===== src/rtl/eq_seq_cmp_amisha_if.sv =====
// Handshake/operand/result bundle for eq_seq_cmp_amisha.
// master drives start and operands; slave (the comparator) drives status and results.
interface eq_seq_cmp_amisha_if #(
  parameter int WIDTH = 16,
  parameter int CHUNK = 4
);
  localparam int NCHUNK = WIDTH / CHUNK;
  localparam int CW     = $clog2(NCHUNK + 1);

  logic             start_amisha;
  logic [WIDTH-1:0] a_amisha;
  logic [WIDTH-1:0] b_amisha;
  logic             busy_amisha;
  logic             done_amisha;
  logic             eq_amisha;
  logic             gt_amisha;
  logic             lt_amisha;
  logic [CW-1:0]    mm_cnt_amisha;

  modport master (
    output start_amisha, a_amisha, b_amisha,
    input  busy_amisha, done_amisha, eq_amisha, gt_amisha, lt_amisha, mm_cnt_amisha
  );

  modport slave (
    input  start_amisha, a_amisha, b_amisha,
    output busy_amisha, done_amisha, eq_amisha, gt_amisha, lt_amisha, mm_cnt_amisha
  );
endinterface


===== src/rtl/eq_seq_cmp_amisha.sv =====
// Sequential WIDTH-bit unsigned comparator, CHUNK bits per cycle, MSB chunk first.
// Optional macro EQ_SEQ_CMP_EARLY_EXIT_EN: stop at the first differing chunk.
//
// state | meaning
// ------+------------------------------------------------------------
// IDLE  | waiting for start; operands latched on acceptance
// RUN   | one chunk compared per cycle, busy high
// DONE  | results registered on entry, done high for one cycle
module eq_seq_cmp_amisha #(
  parameter int WIDTH = 16,
  parameter int CHUNK = 4
) (
  input logic               clk_amisha,
  input logic               reset_amisha,
  eq_seq_cmp_amisha_if.slave bus
);
  localparam int NCHUNK = WIDTH / CHUNK;
  localparam int CW     = $clog2(NCHUNK + 1);
  localparam int RW     = (NCHUNK > 1) ? $clog2(NCHUNK) : 1;

  typedef enum logic [1:0] {IDLE, RUN, DONE} state_t;

  state_t           state, state_nxt;
  logic [WIDTH-1:0] a_sh, a_sh_nxt, b_sh, b_sh_nxt;
  logic [RW-1:0]    rem, rem_nxt;
  logic             decided, decided_nxt;
  logic             gt_int, gt_int_nxt;
  logic [CW-1:0]    cnt, cnt_nxt;
  logic             eq, eq_nxt, gt, gt_nxt, lt, lt_nxt;
  logic [CW-1:0]    mm_cnt, mm_cnt_nxt;
  logic [CHUNK-1:0] a_top, b_top;
  logic             differ, last, finish;

  // Shadows shift left each RUN cycle, so the chunk under test is always the top one.
  assign a_top  = a_sh[WIDTH-1 -: CHUNK];
  assign b_top  = b_sh[WIDTH-1 -: CHUNK];
  assign differ = (a_top != b_top);
  assign last   = (rem == '0);

`ifdef EQ_SEQ_CMP_EARLY_EXIT_EN
  assign finish = last | differ;
`else
  assign finish = last;
`endif

  assign bus.busy_amisha   = (state == RUN);
  assign bus.done_amisha   = (state == DONE);
  assign bus.eq_amisha     = eq;
  assign bus.gt_amisha     = gt;
  assign bus.lt_amisha     = lt;
  assign bus.mm_cnt_amisha = mm_cnt;

  // State, shadow operands, chunk countdown and registered results.
  always_ff @(posedge clk_amisha) begin
    if (reset_amisha) begin
      state   <= IDLE;
      a_sh    <= '0;
      b_sh    <= '0;
      rem     <= '0;
      decided <= 1'b0;
      gt_int  <= 1'b0;
      cnt     <= '0;
      eq      <= 1'b0;
      gt      <= 1'b0;
      lt      <= 1'b0;
      mm_cnt  <= '0;
    end else begin
      state   <= state_nxt;
      a_sh    <= a_sh_nxt;
      b_sh    <= b_sh_nxt;
      rem     <= rem_nxt;
      decided <= decided_nxt;
      gt_int  <= gt_int_nxt;
      cnt     <= cnt_nxt;
      eq      <= eq_nxt;
      gt      <= gt_nxt;
      lt      <= lt_nxt;
      mm_cnt  <= mm_cnt_nxt;
    end
  end

  // Next-state and datapath update; results only change on the RUN->DONE edge.
  always_comb begin
    state_nxt   = state;
    a_sh_nxt    = a_sh;
    b_sh_nxt    = b_sh;
    rem_nxt     = rem;
    decided_nxt = decided;
    gt_int_nxt  = gt_int;
    cnt_nxt     = cnt;
    eq_nxt      = eq;
    gt_nxt      = gt;
    lt_nxt      = lt;
    mm_cnt_nxt  = mm_cnt;
    unique case (state)
      IDLE: begin
        if (bus.start_amisha) begin
          a_sh_nxt    = bus.a_amisha;
          b_sh_nxt    = bus.b_amisha;
          rem_nxt     = RW'(NCHUNK - 1);
          decided_nxt = 1'b0;
          gt_int_nxt  = 1'b0;
          cnt_nxt     = '0;
          state_nxt   = RUN;
        end
      end
      RUN: begin
        a_sh_nxt = a_sh << CHUNK;
        b_sh_nxt = b_sh << CHUNK;
        if (differ) begin
          cnt_nxt = cnt + CW'(1);
          // Only the most significant differing chunk decides the ordering.
          if (!decided) begin
            decided_nxt = 1'b1;
            gt_int_nxt  = (a_top > b_top);
          end
        end
        if (finish) begin
          state_nxt  = DONE;
          eq_nxt     = ~decided_nxt;
          gt_nxt     = decided_nxt & gt_int_nxt;
          lt_nxt     = decided_nxt & ~gt_int_nxt;
          mm_cnt_nxt = cnt_nxt;
        end else begin
          rem_nxt = rem - RW'(1);
        end
      end
      DONE: begin
        state_nxt = IDLE;
      end
      default: begin
        state_nxt = IDLE;
      end
    endcase
  end
endmodule

===== src/flat_wrapper.sv =====
// flat-port wrapper written by rule: the top's interface ports become plain ports
module eq_seq_cmp_amisha_flat 
#(
  parameter int WIDTH = 16,
  parameter int CHUNK = 4
)
  (clk_amisha, reset_amisha, bus_start_amisha, bus_a_amisha, bus_b_amisha, bus_busy_amisha, bus_done_amisha, bus_eq_amisha, bus_gt_amisha, bus_lt_amisha, bus_mm_cnt_amisha);
  eq_seq_cmp_amisha_if #(.WIDTH(WIDTH), .CHUNK(CHUNK)) bus_i ();
  input logic clk_amisha;
  input logic reset_amisha;
  input wire logic [$bits(bus_i.start_amisha)-1:0] bus_start_amisha;
  input wire logic [$bits(bus_i.a_amisha)-1:0] bus_a_amisha;
  input wire logic [$bits(bus_i.b_amisha)-1:0] bus_b_amisha;
  output wire logic [$bits(bus_i.busy_amisha)-1:0] bus_busy_amisha;
  output wire logic [$bits(bus_i.done_amisha)-1:0] bus_done_amisha;
  output wire logic [$bits(bus_i.eq_amisha)-1:0] bus_eq_amisha;
  output wire logic [$bits(bus_i.gt_amisha)-1:0] bus_gt_amisha;
  output wire logic [$bits(bus_i.lt_amisha)-1:0] bus_lt_amisha;
  output wire logic [$bits(bus_i.mm_cnt_amisha)-1:0] bus_mm_cnt_amisha;
  assign bus_i.start_amisha = bus_start_amisha;
  assign bus_i.a_amisha = bus_a_amisha;
  assign bus_i.b_amisha = bus_b_amisha;
  assign bus_busy_amisha = bus_i.busy_amisha;
  assign bus_done_amisha = bus_i.done_amisha;
  assign bus_eq_amisha = bus_i.eq_amisha;
  assign bus_gt_amisha = bus_i.gt_amisha;
  assign bus_lt_amisha = bus_i.lt_amisha;
  assign bus_mm_cnt_amisha = bus_i.mm_cnt_amisha;
  eq_seq_cmp_amisha #(.WIDTH(WIDTH), .CHUNK(CHUNK)) u_core (.clk_amisha(clk_amisha), .reset_amisha(reset_amisha), .bus(bus_i));
endmodule

===== config.mk =====
export PLATFORM = sky130hd
export DESIGN_NAME = eq_seq_cmp_amisha_flat
export DESIGN_NICKNAME = d
export VERILOG_FILES = /design/src/rtl/eq_seq_cmp_amisha_if.sv /design/src/rtl/eq_seq_cmp_amisha.sv /design/src/flat_wrapper.sv
export SDC_FILE = /design/constraint.sdc
export NUM_CORES = 1
export LEC_CHECK = 0
export ABC_AREA = 0
export BUFFER_PORTS_ARGS = -buffer_cell sky130_fd_sc_hd__buf_4
export CAP_MARGIN = 40
export CORE_MARGIN = 10
export CORE_UTILIZATION = 55
export DETAILED_ROUTE_END_ITERATION = 10
export PLACE_DENSITY_LB_ADDON = 0.15
export SETUP_SLACK_MARGIN = 0.5
export SLEW_MARGIN = 20
export SYNTH_ARGS = -nofsm -noshare
export SYNTH_HDL_FRONTEND = slang
export SYNTH_SLANG_ARGS = --single-unit

===== constraint.sdc =====
create_clock -name clk_amisha -period 4.05 [get_ports clk_amisha]
set_clock_uncertainty 0.15 [all_clocks]
set_input_delay 0.2025 -clock clk_amisha [delete_from_list [all_inputs] [get_ports clk_amisha]]
set_output_delay 0.2025 -clock clk_amisha [all_outputs]
set_load 0.05 [all_outputs]

### After elaboration in Yosys (flattened, before gate mapping)

Cells that the tools add are included.

| operators by class | value |
|---|---|
| add/sub/neg operators | 2 |
| reductions and logical operators | 7 |
| order comparisons | 1 |
| eq/ne operators | 6 |
| multiplexer cells | 21 |
| bitwise gates (word level) | 4 |

Operators by type and width:

| operator | count |
|---|---|
| $pmux 16 s2 | 2 |
| $mux 16 | 2 |
| $mux 2 | 4 |
| $pmux 2 s2 | 2 |
| $mux 1 | 6 |
| $mux 3 | 2 |
| $pmux 3 s2 | 1 |
| $reduce_and 2->1 | 3 |
| $gt 4x4->1 | 1 |
| $logic_not 2->1 | 2 |
| $ne 2x2->1 const B | 2 |
| $ne 4x4->1 | 1 |
| $pmux 1 s2 | 2 |
| $add 3x1->3 const B | 1 |
| $reduce_and 3->1 | 1 |
| $and 1x1->1 | 2 |
| $eq 2x1->1 const B | 1 |
| $eq 2x2->1 const B | 1 |
| $ne 2x1->1 const B | 1 |
| $not 1->1 | 2 |
| $reduce_bool 2->1 | 1 |
| $sub 2x1->2 const B | 1 |

| storage, ports and cells | value |
|---|---|
| register bits after elaboration | 47 |
| word-level logic and storage cells | 52 |

### Longest topological paths before layout

| logic depth | value |
|---|---|
| word-level depth | 6 |
| depth in mapped cells | 7 |

### Least setup slack after synthesis

Ideal clock, no wire load.

| timing | value |
|---|---|
| path kind | register to register |
| from | register u_core.b_sh[15] |
| to | register u_core.gt_int |
| clock period less this slack | 1.813 ns |
| arrival time | 1.528 ns |
| cell stages (with the launch flop) | 8 |
| buffers on the path | 1 |
| path slack | 2.237 ns |
| setup time | 0.135 ns |
| cells stage by stage | dfxtp_1 > inv_1 > ha_1 > and4_4 > buf_6 > a2111oi_2 > o2bb2ai_2 > o32ai_1 |

| on the way | value |
|---|---|
| longest elaborated chain between the ends | 5 |
| elaborated cells between the ends (all ways) | 6 |
| those cells by class | order compare: 1; eq/ne: 1; mux: 4 |

Ends and longest elaborated chain:

| what | line | RTL |
|---|---|---|
| from (decl) | eq_seq_cmp_amisha.sv:24 | `logic [WIDTH-1:0] a_sh, a_sh_nxt, b_sh, b_sh_nxt;` |
| from (signal assigned) | eq_seq_cmp_amisha.sv:70 | `b_sh <= b_sh_nxt;` |
| $gt 4x4->1 | eq_seq_cmp_amisha.sv:115 | `gt_int_nxt = (a_top > b_top);` |
| $mux 1 | eq_seq_cmp_amisha.sv:113 | `if (!decided) begin` |
| $mux 1 * | eq_seq_cmp_amisha.sv:110 | `if (differ) begin` |
| $mux 1 * | eq_seq_cmp_amisha.sv:95 | `unique case (state)` |
| $pmux 1 s2 * | eq_seq_cmp_amisha.sv:95 |  |
| to (signal assigned) | eq_seq_cmp_amisha.sv:73 | `gt_int <= gt_int_nxt;` |
| to (decl) | eq_seq_cmp_amisha.sv:27 | `logic gt_int, gt_int_nxt;` |

Every way passes the cells marked *; elsewhere a longest branch is shown, timed or not. The select of a mux whose other input is x is not followed.
A chain may end at the register's enable or synchronous reset.

### Worst setup path after layout

| timing | value |
|---|---|
| from | register u_core.state[0] |
| to | output port bus_busy_amisha |

| on the way | value |
|---|---|
| longest elaborated chain between the ends | 1 |

Ends and longest elaborated chain:

| what | line | RTL |
|---|---|---|
| from (decl) | eq_seq_cmp_amisha.sv:23 | `state_t state, state_nxt;` |
| from (signal assigned) | eq_seq_cmp_amisha.sv:68 | `state <= state_nxt;` |
| $eq 2x1->1 | eq_seq_cmp_amisha.sv:46 | `assign bus.busy_amisha = (state == RUN);` |
| to (decl) | flat_wrapper.sv:14 | `output wire logic [$bits(bus_i.busy_amisha)-1:0] bus_busy_amisha;` |

Every way passes these cells.

==> reports/summary.txt <==
initial antenna violation count = 0
first-pass GRT wire length = 8.079 mm
Post-Route WL = 4.893 mm
max_slew headroom = 0.6732
final slew viol count = 0
top cells by area, synth = dfxtp_1 (44%), a311oi_1 (10%), nand2_1 (9.8%)
post-detail-place hpwl = 3.443 mm
clock power share = 0.297
die width = 82.43 um
antenna-violating nets left = 0
Setup violations, final = 0
cell count after synthesis = 263
cell area after synthesis = 0.002143 mm^2
Core Region = 0.003716 mm^2
status = finished, final reports clean
Synth cell types = 37
RSZ-0062 raised after global routing = no
Port-buffer cells = 42
Int Power = 0.8347 mW
area post-placement = 0.002442 mm^2
vias per cell = 5.461
DRT iter0 DRCs = 189
final antenna diode count = 0
postcts setup bufs = 0
Sw Share = 0.3012
combinational power share = 0.245
setup total negative slack = 0 ns
number of fill cells = 322
largest net degree at the start of global routing = 47
Post-CTS Resized = 0
worst path required time = 3.70 ns
CP endpoint kind = primary output
Least-Margin Pin Slew = 0.4895 ns
gr usage total = 0.1484
RD Place Congestion = 0.7386
total power = 1.195 mW
IO Count = 43
CTS max path bufs = 2
placement row count = 22
Syn Area/Cell = 8.149 um^2
drt drc = 0
Post-Syn Nets = 304
total CTS buffers = 5
post-synth top area share = 0.4390
clock-pin slew on the worst setup and hold paths = 0.08 ns
Clk Latency, worst-skew pair = 0.30 ns
Worst VDD drop = 0.2548 mV
max-cap violations = 0
Num Clock Sinks = 47
total gr overflow = 0
Clk Tree Root Cell = clkbuf_8
r2r setup slk = 1.82 ns
Fin. Hold Viols = 0
minimum clock period after layout = 2.295 ns
CP Launch Type = flop
Final #Nets = 337
FFs w/ async S/R, synth = 0
Arr. time, crit path = 1.94 ns
Area Overhead vs Synth = 21.31%
crit-path max FO = 30
count leader, synth = nand2_1
drt first pass iters = 4
area leader, netlist = dfxtp_1
fraction of layout instances using a drive strength above 1 = 0.1953
Setup CP Type = reg -> out
vias in the first global route = 1737
DIE AREA = 0.006794 mm^2
multi-input logic area = 0.001065 mm^2
TritonCTS clock tree = done
sequential share of power = 0.458
Seq/Total Area, Yosys = 0.4390
Switch Pwr = 0.3598 mW
register area = 940.9 um^2
H-tree depth = 2
Design Area, Final = 0.002600 mm^2
Final Cycle Share = 0.5666
Post-synth top flop = dfxtp_1
Initial Util = 0.5768
die height = 82.43 um
Seq cells post-synth = 47
leakage power = 1.089 nW
Hold WC Path Type = in -> reg
vias post-DR = 1884
WL/cell = 14.18 um
synthesis warning total = 0
CTS hold repair buffers = 4
Power Dens Cells = 459.4 mW/mm^2
f_max = 0.4357 GHz
most instantiated cells after synthesis = nand2_1 (56), dfxtp_1 (47), nor2_1 (44)
Post-synth EDFFs = 0
-- metal layers --
| metal | up-vias | GRT usage | routed length, um |
|---|---|---|---|
| li1 | 982 | - | - |
| met1 | 847 | 0.2072 | 2273 |
| met2 | 50 | 0.2146 | 2244 |
| met3 | 5 | 0.04320 | 333 |
| met4 | 0 | 0.04592 | 42 |
| met5 | - | 0 | 0 |
-- cell families after synthesis --
logic type | synth area share
xor gates and xnor gates | 0.008174
buffers and inverters | 0.06421
DFF | 0.4390
adders and majority gates | 0.03503
AOI/OAI and AO/OA | 0.2253
and+or+nand+nor | 0.2283
-- state kept, by name, indices dropped and copies added, names as in the netlist --
register,flops
u_core.gt_int,1
u_core.bus.eq_amisha,1
u_core.a_sh,16
u_core.bus.lt_amisha,1
u_core.cnt,3
u_core.state,2
u_core.decided,1
u_core.rem,2
u_core.bus.gt_amisha,1
u_core.bus.mm_cnt_amisha,3
u_core.b_sh,16
-- path summary, 6_finish.rpt --
check / start / to / cells past startpoint
worst max-delay path: u_core.state[0] / bus_busy_amisha / 3
worst min register to register: u_core.bus.mm_cnt_amisha[0] / u_core.bus.mm_cnt_amisha[0] / 2
worst max register to register: u_core.state[0] / u_core.bus.gt_amisha / 4
worst min-delay path: bus_a_amisha[5] / u_core.a_sh[5] / 3
-- per-stage QoR --
| step | utilization | setup WS [ns] | hold WS, ns | instances |
|---|---|---|---|---|
| detailed placement | 0.6572 | 1.861 | 0.2949 | 333 |
| floorplan | - | 2.237 | 0.2008 | 263 |
| CTS | 0.6997 | 1.753 | 0.02358 | 345 |
| finish | 0.6997 | 1.755 | 0.01933 | 345 |
| global placement | 0.6498 | 1.871 | 0.2878 | 332 |
| global route | 0.6997 | 1.612 | 0.02465 | 345 |
-- worst max-delay path, cell delays in order (launching register included) --
cell and delay [ns]:
dfxtp_1 0.61, nand2b_4 0.28, inv_2 0.45, buf_4 0.29
-- power by group through the flow --
stage,Sequential [mW],Clock [mW],Combinational [mW]
final,0.547,0.355,0.293
after CTS,0.546,0.356,0.294
after detailed placement,0.557,0,0.289
after floorplan,0.565,0,0.206
after global placement,0.555,0,0.278
after global routing,0.552,0.378,0.327
-- final cells by class --
type,count,area share
multi-input combinational,186,0.4095
sequential,47,0.3619
timing repair buffer,47,0.1473
clock buffer,6,0.03176
tap,48,0.02310
clock inverter,2,0.01347
inverter,9,0.01299
-- cells in the final DEF, fill, tap and decap left out, drive strengths merged, types with 6 or more instances in the layout --
cell	Yosys	layout
nand2	56	56
dfxtp	47	47
nor2	44	44
buf	11	43
a311oi	25	25
a21oi	12	12
inv	9	9
nor2b	7	7
ha	6	6
clkbuf	10	6
(Power assumes the default switching activity.)
